`src/rtl/i2c_register_slave.sv`:
```
// Write-only I2C responder: START, address(W), register, 16-bit word (MSB first), STOP.
// Each complete word becomes a one-clk write strobe; the register index auto-increments per word.
module i2c_register_slave #(
  parameter logic [6:0] SlaveAddress = 7'h48,
  parameter int         SyncStages   = 2
) (
  input  logic        clk,
  input  logic        reset_n,
  input  logic        scl_in,
  input  logic        sda_in,
  output logic        sda_drive_low,
  output logic        write_strobe,
  output logic [7:0]  write_register,
  output logic [15:0] write_data,
  output logic        busy
);

  typedef enum logic [3:0] {
    IDLE, ADDR, ADDR_ACK, REG, REG_ACK, DHI, DHI_ACK, DLO, DLO_ACK, IGNORE
  } state_t;

  state_t state, state_next;
  logic   drive_next;

  logic [SyncStages-1:0] scl_sync, sda_sync;
  logic scl_s, sda_s, scl_prev, sda_prev;
  logic scl_rise, scl_fall, start_cond, stop_cond;
  logic data_state, in_ack, byte_done, ack_exit;

  logic [7:0] shift_reg, full_byte, reg_index, high_byte;
  logic [2:0] bit_cnt;

  // Synchronizers idle high so a reset never fabricates a bus edge.
  always_ff @(posedge clk) begin
    if (!reset_n) begin
      scl_sync <= '1;
      sda_sync <= '1;
      scl_prev <= 1'b1;
      sda_prev <= 1'b1;
    end else begin
      scl_sync <= {scl_sync[SyncStages-2:0], scl_in};
      sda_sync <= {sda_sync[SyncStages-2:0], sda_in};
      scl_prev <= scl_s;
      sda_prev <= sda_s;
    end
  end

  assign scl_s      = scl_sync[SyncStages-1];
  assign sda_s      = sda_sync[SyncStages-1];
  assign scl_rise   = scl_s && !scl_prev;
  assign scl_fall   = !scl_s && scl_prev;
  assign start_cond = scl_s && scl_prev && sda_prev && !sda_s;
  assign stop_cond  = scl_s && scl_prev && !sda_prev && sda_s;

  assign data_state = (state == ADDR) || (state == REG) || (state == DHI) || (state == DLO);
  assign in_ack     = (state == ADDR_ACK) || (state == REG_ACK) || (state == DHI_ACK) || (state == DLO_ACK);
  assign full_byte  = {shift_reg[6:0], sda_s};
  assign byte_done  = data_state && scl_rise && (bit_cnt == 3'd7) && !start_cond && !stop_cond;
  assign ack_exit   = in_ack && scl_fall && sda_drive_low && !start_cond && !stop_cond;

  always_ff @(posedge clk) begin
    if (!reset_n) begin
      state         <= IDLE;
      sda_drive_low <= 1'b0;
    end else begin
      state         <= state_next;
      sda_drive_low <= drive_next;
    end
  end

  // sda_drive_low doubles as the ACK phase flag: the first fall asserts it, the second releases and advances.
  always_comb begin
    state_next = state;
    drive_next = sda_drive_low;
    if (start_cond) begin
      state_next = ADDR;
      drive_next = 1'b0;
    end else if (stop_cond) begin
      state_next = IDLE;
      drive_next = 1'b0;
    end else begin
      case (state)
        ADDR: if (byte_done)
                state_next = (full_byte[7:1] == SlaveAddress && !full_byte[0]) ? ADDR_ACK : IGNORE;
        REG:  if (byte_done) state_next = REG_ACK;
        DHI:  if (byte_done) state_next = DHI_ACK;
        DLO:  if (byte_done) state_next = DLO_ACK;
        ADDR_ACK, REG_ACK, DHI_ACK, DLO_ACK: begin
          if (scl_fall) begin
            if (!sda_drive_low) begin
              drive_next = 1'b1;
            end else begin
              drive_next = 1'b0;
              case (state)
                ADDR_ACK: state_next = REG;
                REG_ACK:  state_next = DHI;
                default:  state_next = (state == DHI_ACK) ? DLO : DHI;
              endcase
            end
          end
        end
        IGNORE:  drive_next = 1'b0;
        default: drive_next = 1'b0;
      endcase
    end
  end

  always_ff @(posedge clk) begin
    if (!reset_n) begin
      shift_reg      <= '0;
      bit_cnt        <= '0;
      reg_index      <= '0;
      high_byte      <= '0;
      write_strobe   <= 1'b0;
      write_register <= '0;
      write_data     <= '0;
      busy           <= 1'b0;
    end else begin
      write_strobe <= 1'b0;
      if (start_cond) begin
        busy    <= 1'b1;
        bit_cnt <= '0;
      end else if (stop_cond) begin
        busy    <= 1'b0;
        bit_cnt <= '0;
      end else begin
        if (data_state && scl_rise) begin
          shift_reg <= full_byte;
          bit_cnt   <= bit_cnt + 3'd1;
        end
        if (byte_done) begin
          case (state)
            REG: reg_index <= full_byte;
            DHI: high_byte <= full_byte;
            DLO: begin
              write_strobe   <= 1'b1;
              write_data     <= {high_byte, full_byte};
              write_register <= reg_index;
            end
            default: ;
          endcase
        end
        if (ack_exit) begin
          bit_cnt <= '0;
          if (state == DLO_ACK) reg_index <= reg_index + 8'd1;
        end
      end
    end
  end

endmodule

```
`config.mk`:
```
export PLATFORM = sky130hd
export DESIGN_NAME = i2c_register_slave
export DESIGN_NICKNAME = d
export VERILOG_FILES = /design/src/rtl/i2c_register_slave.sv
export SDC_FILE = /design/constraint.sdc
export NUM_CORES = 1
export LEC_CHECK = 0
export CAP_MARGIN = 25
export CORE_UTILIZATION = 25
export CTS_CLUSTER_DIAMETER = 100
export DETAILED_ROUTE_END_ITERATION = 12
export PLACE_DENSITY = 0.4
export SLEW_MARGIN = 20
export SYNTH_ARGS = -nofsm -noshare
export SYNTH_HDL_FRONTEND = slang
export SYNTH_SLANG_ARGS = --single-unit
```
`constraint.sdc`:
```
create_clock -name clk -period 2.3 [get_ports clk]
set_clock_uncertainty 0.1 [all_clocks]
set_input_delay 0.46 -clock clk [delete_from_list [all_inputs] [get_ports clk]]
set_output_delay 0.46 -clock clk [all_outputs]
set_load 0.1 [all_outputs]
```
# Yosys cells after proc, flatten, opt, wreduce, memory -nomap -nowiden
# Cells that the tools add are included.
# op_classes
n_eq_ne	22
add_sub_neg	2
reduce_logical	43
bitwise_logic	5
muxes	22
# op_table
cell	n
$mux 8	4
$mux 4	7
$ne 4x4->1 const B	6
$pmux 4 s5	1
$eq 4x3->1 const B	4
$logic_and 1x1->1	16
$reduce_or 4->1	4
$reduce_and 7->1	2
$ne 2x2->1 const B	6
$add 8x1->8 const B	1
$eq 4x2->1 const B	2
$reduce_and 4->1	2
$eq 7x7->1 const B	1
$mux 1	7
$reduce_bool 7->1	1
$logic_not 1->1	6
$logic_or 1x1->1	6
$pmux 3 s2	1
$not 1->1	5
$reduce_bool 5->1	1
$eq 4x1->1 const B	1
$eq 4x4->1 const B	1
$reduce_and 2->1	2
$add 3x1->3 const B	1
other kinds (6)	6
# word_totals
reg_bits	63
inputBits	4
word_cells	109

# Longest topological paths before layout
# Gate-level depths: netlist of the first run.
# depth
depth_word	12
depth_mapped	8
mapped_depth_nobuf	7

# Least setup slack after synthesis of the first run
# Ideal clock, no wire load.
# synth_path
kind	flip-flop to flip-flop
startpoint	reg sda_drive_low
endpoint	reg reg_index[7]
arrival_time_ns	2.126
setup_time_ns	0.079
required_ns	2.121
stages_incl_launch_ff	6
period_less_slack_ns	2.305
slack_ns	-0.005
path_cell_list	dfxtp_1 > nand4b_1 > and2b_2 > nand2_2 > or4_1 > o211ai_1
# synth_between
elab_chain_cells	4
# synth_rtl
item	line_no	source
from (decl)	11	output logic sda_drive_low,
from (signal assigned)	67	sda_drive_low <= drive_next;
$logic_and 1x1->1 (3 in a row)	59	assign ack_exit = in_ack && scl_fall && sda_drive_low && !start_cond && !stop_cond;
$mux 8	143	if (ack_exit) begin
to (signal assigned)	133	REG: reg_index <= full_byte;
to (signal assigned)	145	if (state == DLO_ACK) reg_index <= reg_index + 8'd1;
to (decl)	30	logic [7:0] shift_reg, full_byte, reg_index, high_byte;
# No other way between the ends.
# A chain may end at the register's enable or synchronous reset.

# Worst setup path after layout of the first run
# layout_path
startpoint	reg bit_cnt[0]
endpoint	reg reg_index[0]
# layout_between
elab_chain_cells	7
# layout_rtl
item	line_no	source
from (decl)	31	logic [2:0] bit_cnt;
from (signal assigned)	129	bit_cnt <= bit_cnt + 3'd1;
$eq 3x3->1 (*)	58	assign byte_done = data_state && scl_rise && (bit_cnt == 3'd7) && !start_cond && !stop_cond;
$logic_and 1x1->1 (*) (3 in a row)	58	
$mux 8 (*)	131	if (byte_done) begin
$mux 8	145	
$mux 8 (*)	143	
# Mark *: on every way between the ends. The rest lies on a longest branch, timed or not.

==> flow_summary_export.csv, run 1 <==
group,metric,value,unit
synth,yosysWarnings,0,
synth,syn-num-nets,314,
place,dp_slack,313,ps
synth,synth_compound_gate_area_share,0.192,
clock_network,cts-resized-gates,0,
job,maxCapViolations,0,
synth,synthArstFlopShare,0,
power_and_ir_drop,power.switching,501,uW
clock_network,cts_buffers,9,
detailed_routing,drt_iter0_drc,84,
finish,synthToLayoutAreaGrowth,23.0,%
synth,synthAdderAreaFrac,0.0139,
clock_network,root_buffer,"clkbuf_8",
clock_network,cts.sinks,63,
detailed_routing,via_count,2183,
detailed_routing,first_pass_iters,4,
setup_path,reg2regPathDepth,7,
timing,period_share,0.873,
detailed_routing,routedWlPerCell,13.4,um
floorplan,die_y,106,um
synth,synth_top_family_by_area,"simple AND/OR/NAND/NOR gates",
finish,multi_input_area,1340,um2
finish,diodes,0,
power_and_ir_drop,p_leak,1.17,nW
synth,synth_edf_count,0,
run_status,status,"completed",
synth,ys_seq_elements,63,
synth,synth_xor_xnor_area_share,0.00976,
finish,regArea,1260,um2
clock_network,cts_buffer_depth,2,
setup_path,crit_path_start,"bit_cnt[0]$_SDFFE_PP0P_",
floorplan,die_w,106,um
clock_network,postCtsHoldBufs,0,
clock_network,tritoncts,"yes",
setup_path,critical_path_arrival,2190,ps
timing,fin_crit,2010,ps
setup_path,r2r_end,"reg_index[0]$_SDFFE_PN0P_",
detailed_routing,drc,0,
floorplan,core_area,10400,um2
timing,tns,0,ps
floorplan,io_pins,31,
timing,max-slew-margin-rel,0.646,
grt,grt_pass1_vias,2127,
worst_hold_path,min-delay-start,"scl_sync[0]$_SDFF_PN1_",
power_and_ir_drop,p_clk_frac,0.480,
grt,grt_util_all_layers,0.126,
synth,yosysSeqAreaShare,0.468,
timing,rsz0062_at_grt,"no",
setup_path,r2r_slack,290,ps
place,place_congestion,0.755,
synth,syn_area,2690,um2
setup_path,critPathCaptureType,"flop",
place,io_buffers,30,
grt,grt_max_degree,40,
detailed_routing,postRouteWirelength,6470,um
setup_path,cp.required,2480,ps
setup_path,critPathKind,"flop to flop",
timing,drv_slew,0,
grt,antenna_found_initial,0,
detailed_routing,vias_per_cell,4.53,
worst_hold_path,min_to,"scl_sync[1]$_SDFF_PN1_",
finish,largest_reg_flops,16,
detailed_routing,postRouteAntennaNets,0,
worst_hold_path,hold_path.class,"flop to flop",
finish,drive_gt1_frac,0.185,
setup_path,critPathMaxFanout,11,
power_and_ir_drop,p_int,1.77,mW
synth,synth-simple-area-share,0.243,
synth,syn_avg_cell_area,8.77,um2
setup_path,cp-start-kind,"flop",
power_and_ir_drop,power_frac_comb,0.033,
timing,setup_viol,0,
setup_path,r2r-start,"bit_cnt[0]$_SDFFE_PP0P_",
clock_network,clock_latency,340,ps
timing,worst_slack,292,ps
synth,ys.flop_type,"dfxtp_1",
worst_hold_path,hold_depth,1,
finish,fillers,1138,
synth,synth.area.mux_share,0.0376,
synth,syn_inst,307,
timing,fmax,498,MHz
clock_network,path_clk_slew,70,ps
power_and_ir_drop,pwr-share-seq,0.487,
finish,top_register,"write_data",
timing,hold_violations,0,
clock_network,cts_setup_buffers,0,
grt,grt_pass1_wl,10800,um
floorplan,dieArea,11200,um2
grt,grt_remaining_overflow,0,
floorplan,start_util,0.260,
clock_network,cts.htree.levels,3,
synth,yosys.cell_types.count,51,
power_and_ir_drop,ir_drop,0.300,mV
timing,worst_pin_slew,523,ps
finish,final_nets,348,
power_and_ir_drop,p_sw_frac,0.221,
place,dp_hpwl,4290,um
power_and_ir_drop,p_per_area,686,nW/um2
floorplan,row_count,37,
-- cell usage after synthesis, types with 4 or more instances --
cell | n | area, um2
a31oi_1 | 4 | 25.0
a21oi_1 | 9 | 45.0
nor2_1 | 13 | 48.8
dfxtp_1 | 63 | 1260
nand2_1 | 77 | 289
nand2b_1 | 7 | 43.8
clkbuf_1 | 7 | 26.3
mux2i_1 | 9 | 90.1
buf_2 | 8 | 40.0
o21ai_0 | 8 | 40.0
a21boi_0 | 30 | 225
nor2b_1 | 10 | 62.6
-- worst max-delay path by stage --
stage	slack, ps	end
2_1_floorplan	360	reg_index[7]$_SDFFE_PN0P_
3_3_place_gp	290	high_byte[7]$_SDFFE_PN0P_
3_5_place_dp	310	reg_index[0]$_SDFFE_PN0P_
4_1_cts	300	reg_index[0]$_SDFFE_PN0P_
5_1_grt	130	high_byte[0]$_SDFFE_PN0P_
6_report	290	reg_index[0]$_SDFFE_PN0P_
-- kinds of logic (layout without fill, tap and decap cells) --
logic type | Yosys count | count (layout)
simple gates | 135 | 135
compound gates | 73 | 73
flops | 63 | 63
buf+inv | 20 | 59
mux | 10 | 10
fa+ha+maj | 3 | 3
xor+xnor | 3 | 3
-- metal layers --
| metal | up-vias | part of all wire | GRT usage |
|---|---|---|---|
| met2 | 32 | 0.46 | 0.199 |
| met3 | 9 | 0.032 | 0.0365 |
| li1 | 1120 | - | - |
| met1 | 1022 | 0.49 | 0.158 |
| met4 | 0 | 0.014 | 0.0536 |
| met5 | - | 0 | 0 |
-- layout make-up --
| type | count | area share |
|---|---|---|
| clock buffer | 11 | 0.0427 |
| clock inverter | 5 | 0.0245 |
| inverter | 3 | 0.00340 |
| multi-input combinational | 224 | 0.404 |
| sequential | 63 | 0.381 |
| tap | 136 | 0.0514 |
| timing repair buffer | 40 | 0.0929 |
-- critical path, cell delays in order, from the launching register on --
cell and delay (ps):
dfxtp_1 350, ha_1 150, ha_1 170, nand4b_1 200
or3_1 590, o22ai_1 230, a21oi_1 60, nor2b_1 100
-- power groups by stage --
stage,logic [mW],registers (mW),clock network [mW]
floorplan,0.0526,1.13,0
global route,0.0818,1.11,1.19
global placement,0.0754,1.13,0
CTS,0.0753,1.11,1.14
detailed placement,0.0753,1.13,0
finish,0.0739,1.11,1.09
-- stage by stage --
step | power [mW] | hold slack, ps | area (um2) | cells | utilization
after floorplan | 1.18 | 286 | 2690 | 307 | -
after global placement | 1.21 | 288 | 3090 | 466 | 0.298
after detailed placement | 1.21 | 292 | 3090 | 466 | 0.298
after CTS | 2.32 | 310 | 3310 | 482 | 0.319
after global routing | 2.37 | 318 | 3310 | 482 | 0.319
final | 2.27 | 308 | 3310 | 482 | 0.319
-- placed cells by master, fill, tap and decap left out, drive strengths merged, types with 7 or more instances in the layout --
cell / n
nor2b: 10
a21boi: 32
buf: 37
clkbuf: 11
nor2: 13
o21ai: 9
nand2b: 7
mux2i: 9
nand2: 78
dfxtp: 63
a21oi: 10
(Power assumes the default switching activity.)
==> inputs of run 2 (changes only) <==
- CTS_CLUSTER_SIZE: not set -> 20
- GPL_TIMING_DRIVEN: not set -> 0
==> flow_summary_export.csv, run 2 (same netlist as run 1, synthesis figures left out) <==
group,metric,value,unit
detailed_routing,via_count,2207,
finish,synthToLayoutAreaGrowth,23.5,%
timing,drv_slew,0,
clock_network,postCtsHoldBufs,0,
grt,grt_pass1_vias,2102,
setup_path,crit_family,"buffers and inverters",
detailed_routing,postRouteWirelength,6780,um
setup_path,r2r_end,"write_register[2]$_SDFFE_PN0P_",
detailed_routing,drc,0,
timing,hold_violations,0,
setup_path,slowest_delay,870,ps
timing,fin_crit,2170,ps
worst_hold_path,min_to,"sda_sync[1]$_SDFF_PN1_",
place,place_congestion,0.786,
worst_hold_path,hold_path.class,"flop to flop",
setup_path,cp.required,1740,ps
setup_path,path_cells,"dlygate4sd2_1",
clock_network,tritoncts,"yes",
clock_network,cts_buffer_depth,2,
setup_path,critPathMaxFanout,6,
timing,period_share,0.943,
worst_hold_path,min-delay-start,"sda_sync[0]$_SDFF_PN1_",
power_and_ir_drop,ir_drop,0.286,mV
setup_path,reg2regPathDepth,7,
clock_network,root_buffer,"clkbuf_8",
timing,fmax,461,MHz
timing,tns,0,ps
floorplan,core_area,10400,um2
power_and_ir_drop,p_per_area,657,nW/um2
finish,layout_commonest_cell,"nand2_1",
clock_network,cts_buffers,9,
timing,max-slew-margin-rel,0.361,
grt,grt_max_degree,13,
job,maxCapViolations,0,
clock_network,clock_latency,350,ps
detailed_routing,vias_per_cell,4.52,
timing,rsz0062_at_grt,"no",
floorplan,die_w,106,um
detailed_routing,first_pass_iters,4,
floorplan,io_pins,31,
finish,diodes,0,
clock_network,cts.htree.levels,3,
detailed_routing,routedWlPerCell,13.9,um
finish,top_register,"write_data",
power_and_ir_drop,fin_total_pwr,2.18,mW
power_and_ir_drop,p_leak,1.23,nW
detailed_routing,drt_iter0_drc,59,
finish,largest_reg_flops,16,
worst_hold_path,hold_depth,1,
timing,setup_viol,0,
clock_network,cts.sinks,63,
clock_network,path_clk_slew,80,ps
timing,holdWs,308,ps
finish,final_cell_mix,"nand2_1 (77), dfxtp_1 (62), a21boi_0 (30), dlygate4sd2_1 (27), nor2_1 (13)",
setup_path,cp-start-kind,"flop",
grt,grt_pass1_wl,11200,um
floorplan,dieArea,11200,um2
clock_network,cts_setup_buffers,0,
finish,drive_gt1_frac,0.108,
setup_path,r2r_slack,260,ps
place,dp_hpwl,4690,um
setup_path,cp_slowest_cell,"dlygate4sd2_1",
detailed_routing,postRouteAntennaNets,0,
setup_path,r2r-start,"bit_cnt[0]$_SDFFE_PP0P_",
setup_path,critical_path_arrival,1610,ps
setup_path,path_buf_inv,1,
setup_path,critPathCaptureType,"output pin",
run_status,status,"completed",
floorplan,start_util,0.260,
finish,final_nets,354,
timing,worst_pin_slew,962,ps
grt,grt_remaining_overflow,0,
setup_path,critPathKind,"flop to output pin",
floorplan,row_count,37,
grt,antenna_found_initial,0,
floorplan,die_y,106,um
grt,grt_util_all_layers,0.132,
clock_network,cts-resized-gates,27,
place,io_buffers,29,
## run 2: where the power goes
group | total (mW) | internal [mW] | switching (mW)
logic | 0.0822 | 0.0319 | 0.0503
registers | 1.10 | 1.10 | 0.00326
clock network | 1.00 | 0.533 | 0.470
## run 2: per-stage QoR
step | utilization | cells | setup WS (ps) | area, um2
CTS | 0.321 | 488 | 122 | 3330
detailed placement | 0.304 | 472 | 200 | 3150
global route | 0.321 | 488 | 23.1 | 3330
finish | 0.321 | 488 | 132 | 3330
global placement | 0.304 | 472 | 231 | 3150
floorplan | - | 307 | 361 | 2690
## run 2: worst max-delay path by stage
stage	slack (ps)	to	start	depth (start not counted)
floorplan	360	reg_index[7]$_SDFFE_PN0P_	sda_drive_low$_SDFFE_PP0P_	5
global placement	230	sda_drive_low	sda_drive_low$_SDFFE_PP0P_	1
detailed placement	200	write_register[3]$_SDFFE_PN0P_	bit_cnt[0]$_SDFFE_PP0P_	7
CTS	120	sda_drive_low	sda_drive_low$_SDFFE_PP0P_	1
global route	20	write_data[5]$_SDFFE_PN0P_	bit_cnt[0]$_SDFFE_PP0P_	7
finish	130	sda_drive_low	sda_drive_low$_SDFFE_PP0P_	1
## run 2: worst reg2reg max path, cell delays in order (launching register included)
cell      delay (ps)
dfxtp_1          350
ha_1             160
ha_1             160
nand4b_1         210
nor3_2           450
buf_2            320
nand2_1           80
a21boi_0         140
## run 2: metal layers
layer  global-route usage  routed length, um
met5                    0                  0
met2                0.206               3080
met3               0.0396                185
met4               0.0446                 93
met1                0.173               3410
## run 2: layout make-up
cell class,count,area (um2)
inverter,3,11.3
tap,136,170
clock buffer,10,138
fill,1150,7040
clock inverter,6,67.6
sequential,63,1260
multi-input combinational,224,1340
buffer,17,81.3
timing repair buffer,29,256
==> inputs of run 3 (changes only) <==
- SETUP_SLACK_MARGIN: not set -> 0.15
- SLEW_MARGIN: 20 -> 30
==> flow_summary_export.csv, run 3 (same netlist as run 1, synthesis figures left out) <==
group,metric,value,unit
run_status,status,"completed",
finish,top_register,"write_data",
detailed_routing,via_count,2217,
grt,grt_max_degree,13,
clock_network,cts.sinks,63,
setup_path,crit_family,"buffers and inverters",
finish,final_util,0.321,
finish,layout_commonest_cell,"nand2_1",
setup_path,slowest_delay,860,ps
setup_path,r2r_slack,280,ps
setup_path,cp-start-kind,"flop",
grt,antenna_found_initial,0,
setup_path,cp.required,1740,ps
finish,fin_area,3330,um2
floorplan,start_util,0.260,
finish,regArea,1260,um2
grt,grt_util_all_layers,0.132,
finish,multi_input_area,1350,um2
finish,fillers,1148,
floorplan,io_pins,31,
grt,use_met1,0.173,
timing,worst_pin_slew,962,ps
power_and_ir_drop,p_leak,1.24,nW
finish,drive_gt1_frac,0.119,
timing,fmax,477,MHz
grt,grt_remaining_overflow,0,
floorplan,row_count,37,
finish,final_nets,355,
power_and_ir_drop,p_per_area,656,nW/um2
timing,fin_crit,2090,ps
place,io_buffers,29,
clock_network,cts.htree.levels,3,
detailed_routing,drc,0,
clock_network,tritoncts,"yes",
floorplan,die_w,106,um
timing,period_share,0.911,
floorplan,die_y,106,um
grt,grtUsageMet2,0.206,
setup_path,reg2regPathDepth,7,
floorplan,core_area,10400,um2
setup_path,cp_num_cells,1,
setup_path,cp_slowest_cell,"dlygate4sd2_1",
clock_network,cts_buffers,9,
timing,rsz0062_at_grt,"yes",
clock_network,clock_latency,340,ps
grt,grt_pass1_wl,11200,um
grt,top_usage_layer,"met2",
place,dp_slack,200,ps
detailed_routing,drt_iter0_drc,69,
detailed_routing,first_pass_iters,4,
clock_network,cts_buffer_depth,2,
detailed_routing,routedWlPerCell,13.9,um
place,place_inst,472,
finish,synthToLayoutAreaGrowth,23.7,%
power_and_ir_drop,fin_total_pwr,2.19,mW
worst_hold_path,hold_depth,1,
setup_path,path_buf_inv,1,
finish,instances_no_fill,489,
setup_path,crit_path_start,"write_data[5]$_SDFFE_PN0P_",
worst_hold_path,hold_path.class,"flop to flop",
setup_path,r2r_end,"reg_index[3]$_SDFFE_PN0P_",
timing,holdWs,308,ps
timing,worst_slack,205,ps
finish,final_cell_mix,"nand2_1 (77), dfxtp_1 (62), a21boi_0 (30), dlygate4sd2_1 (22), nor2_1 (13)",
timing,max-slew-margin-rel,0.361,
setup_path,r2r-start,"bit_cnt[0]$_SDFFE_PP0P_",
timing,tns,0,ps
place,dp_hpwl,4690,um
setup_path,path_cells,"dlygate4sd2_1",
setup_path,critPathCaptureType,"output pin",
timing,drv_slew,0,
grt,grtUsageMet3,0.0396,
timing,setup_viol,0,
detailed_routing,postRouteAntennaNets,0,
setup_path,endpoint,"write_data[5]",
place,placed_cell_area,3150,um2
grt,grt_pass1_vias,2102,
job,maxCapViolations,0,
place,place_congestion,0.786,
power_and_ir_drop,ir_drop,0.287,mV
setup_path,critPathMaxFanout,2,
clock_network,path_clk_slew,70,ps
finish,diodes,0,
clock_network,postCtsHoldBufs,0,
detailed_routing,postRouteWirelength,6800,um
setup_path,critPathKind,"flop to output pin",
floorplan,dieArea,11200,um2
setup_path,critical_path_arrival,1530,ps
clock_network,root_buffer,"clkbuf_8",
finish,largest_reg_flops,16,
timing,hold_violations,0,
detailed_routing,vias_per_cell,4.53,
## run 3: final cells by class
| type | instances | area share |
|---|---|---|
| clock inverter | 6 | 0.0203 |
| multi-input combinational | 224 | 0.404 |
| clock buffer | 10 | 0.0413 |
| inverter | 3 | 0.00338 |
| tap | 136 | 0.0511 |
| sequential | 63 | 0.379 |
| buffer | 17 | 0.0244 |
| timing repair buffer | 30 | 0.0766 |
## run 3: what timing repair did
item / CTS / global route
endpoints found under the setup margin: 27 / 23
resized for setup: 27 / 9
setup buffers: 0 / 1
pin swaps: 0 / 1
## run 3: worst min path at each step
stage                                   to  slack [ps]                    from
floorplan           scl_sync[1]$_SDFF_PN1_         290  scl_sync[0]$_SDFF_PN1_
global placement    sda_sync[1]$_SDFF_PN1_         290  sda_sync[0]$_SDFF_PN1_
detailed placement  sda_sync[1]$_SDFF_PN1_         300  sda_sync[0]$_SDFF_PN1_
CTS                 sda_sync[1]$_SDFF_PN1_         320  sda_sync[0]$_SDFF_PN1_
global route        scl_sync[1]$_SDFF_PN1_         330  scl_sync[0]$_SDFF_PN1_
finish              sda_sync[1]$_SDFF_PN1_         310  sda_sync[0]$_SDFF_PN1_
## run 3: report_power, final
part           switching, mW  internal [mW]
sequential           0.00329           1.10
clock                  0.470          0.533
combinational         0.0508         0.0317
## run 3: layer usage
| metal | vias to the layer above | routed length (um) |
|---|---|---|
| met3 | 7 | 186 |
| li1 | 1140 | - |
| met4 | 0 | 67 |
| met1 | 1041 | 3450 |
| met2 | 29 | 3090 |
| met5 | - | 0 |
## run 3: worst register-to-register path, cell delays in order, from the launching register on
cell	delay (ps)
dfxtp_1	350
ha_1	160
ha_1	160
nand4b_1	250
or3_1	430
buf_2	200
o211ai_1	200
nor2_1	70
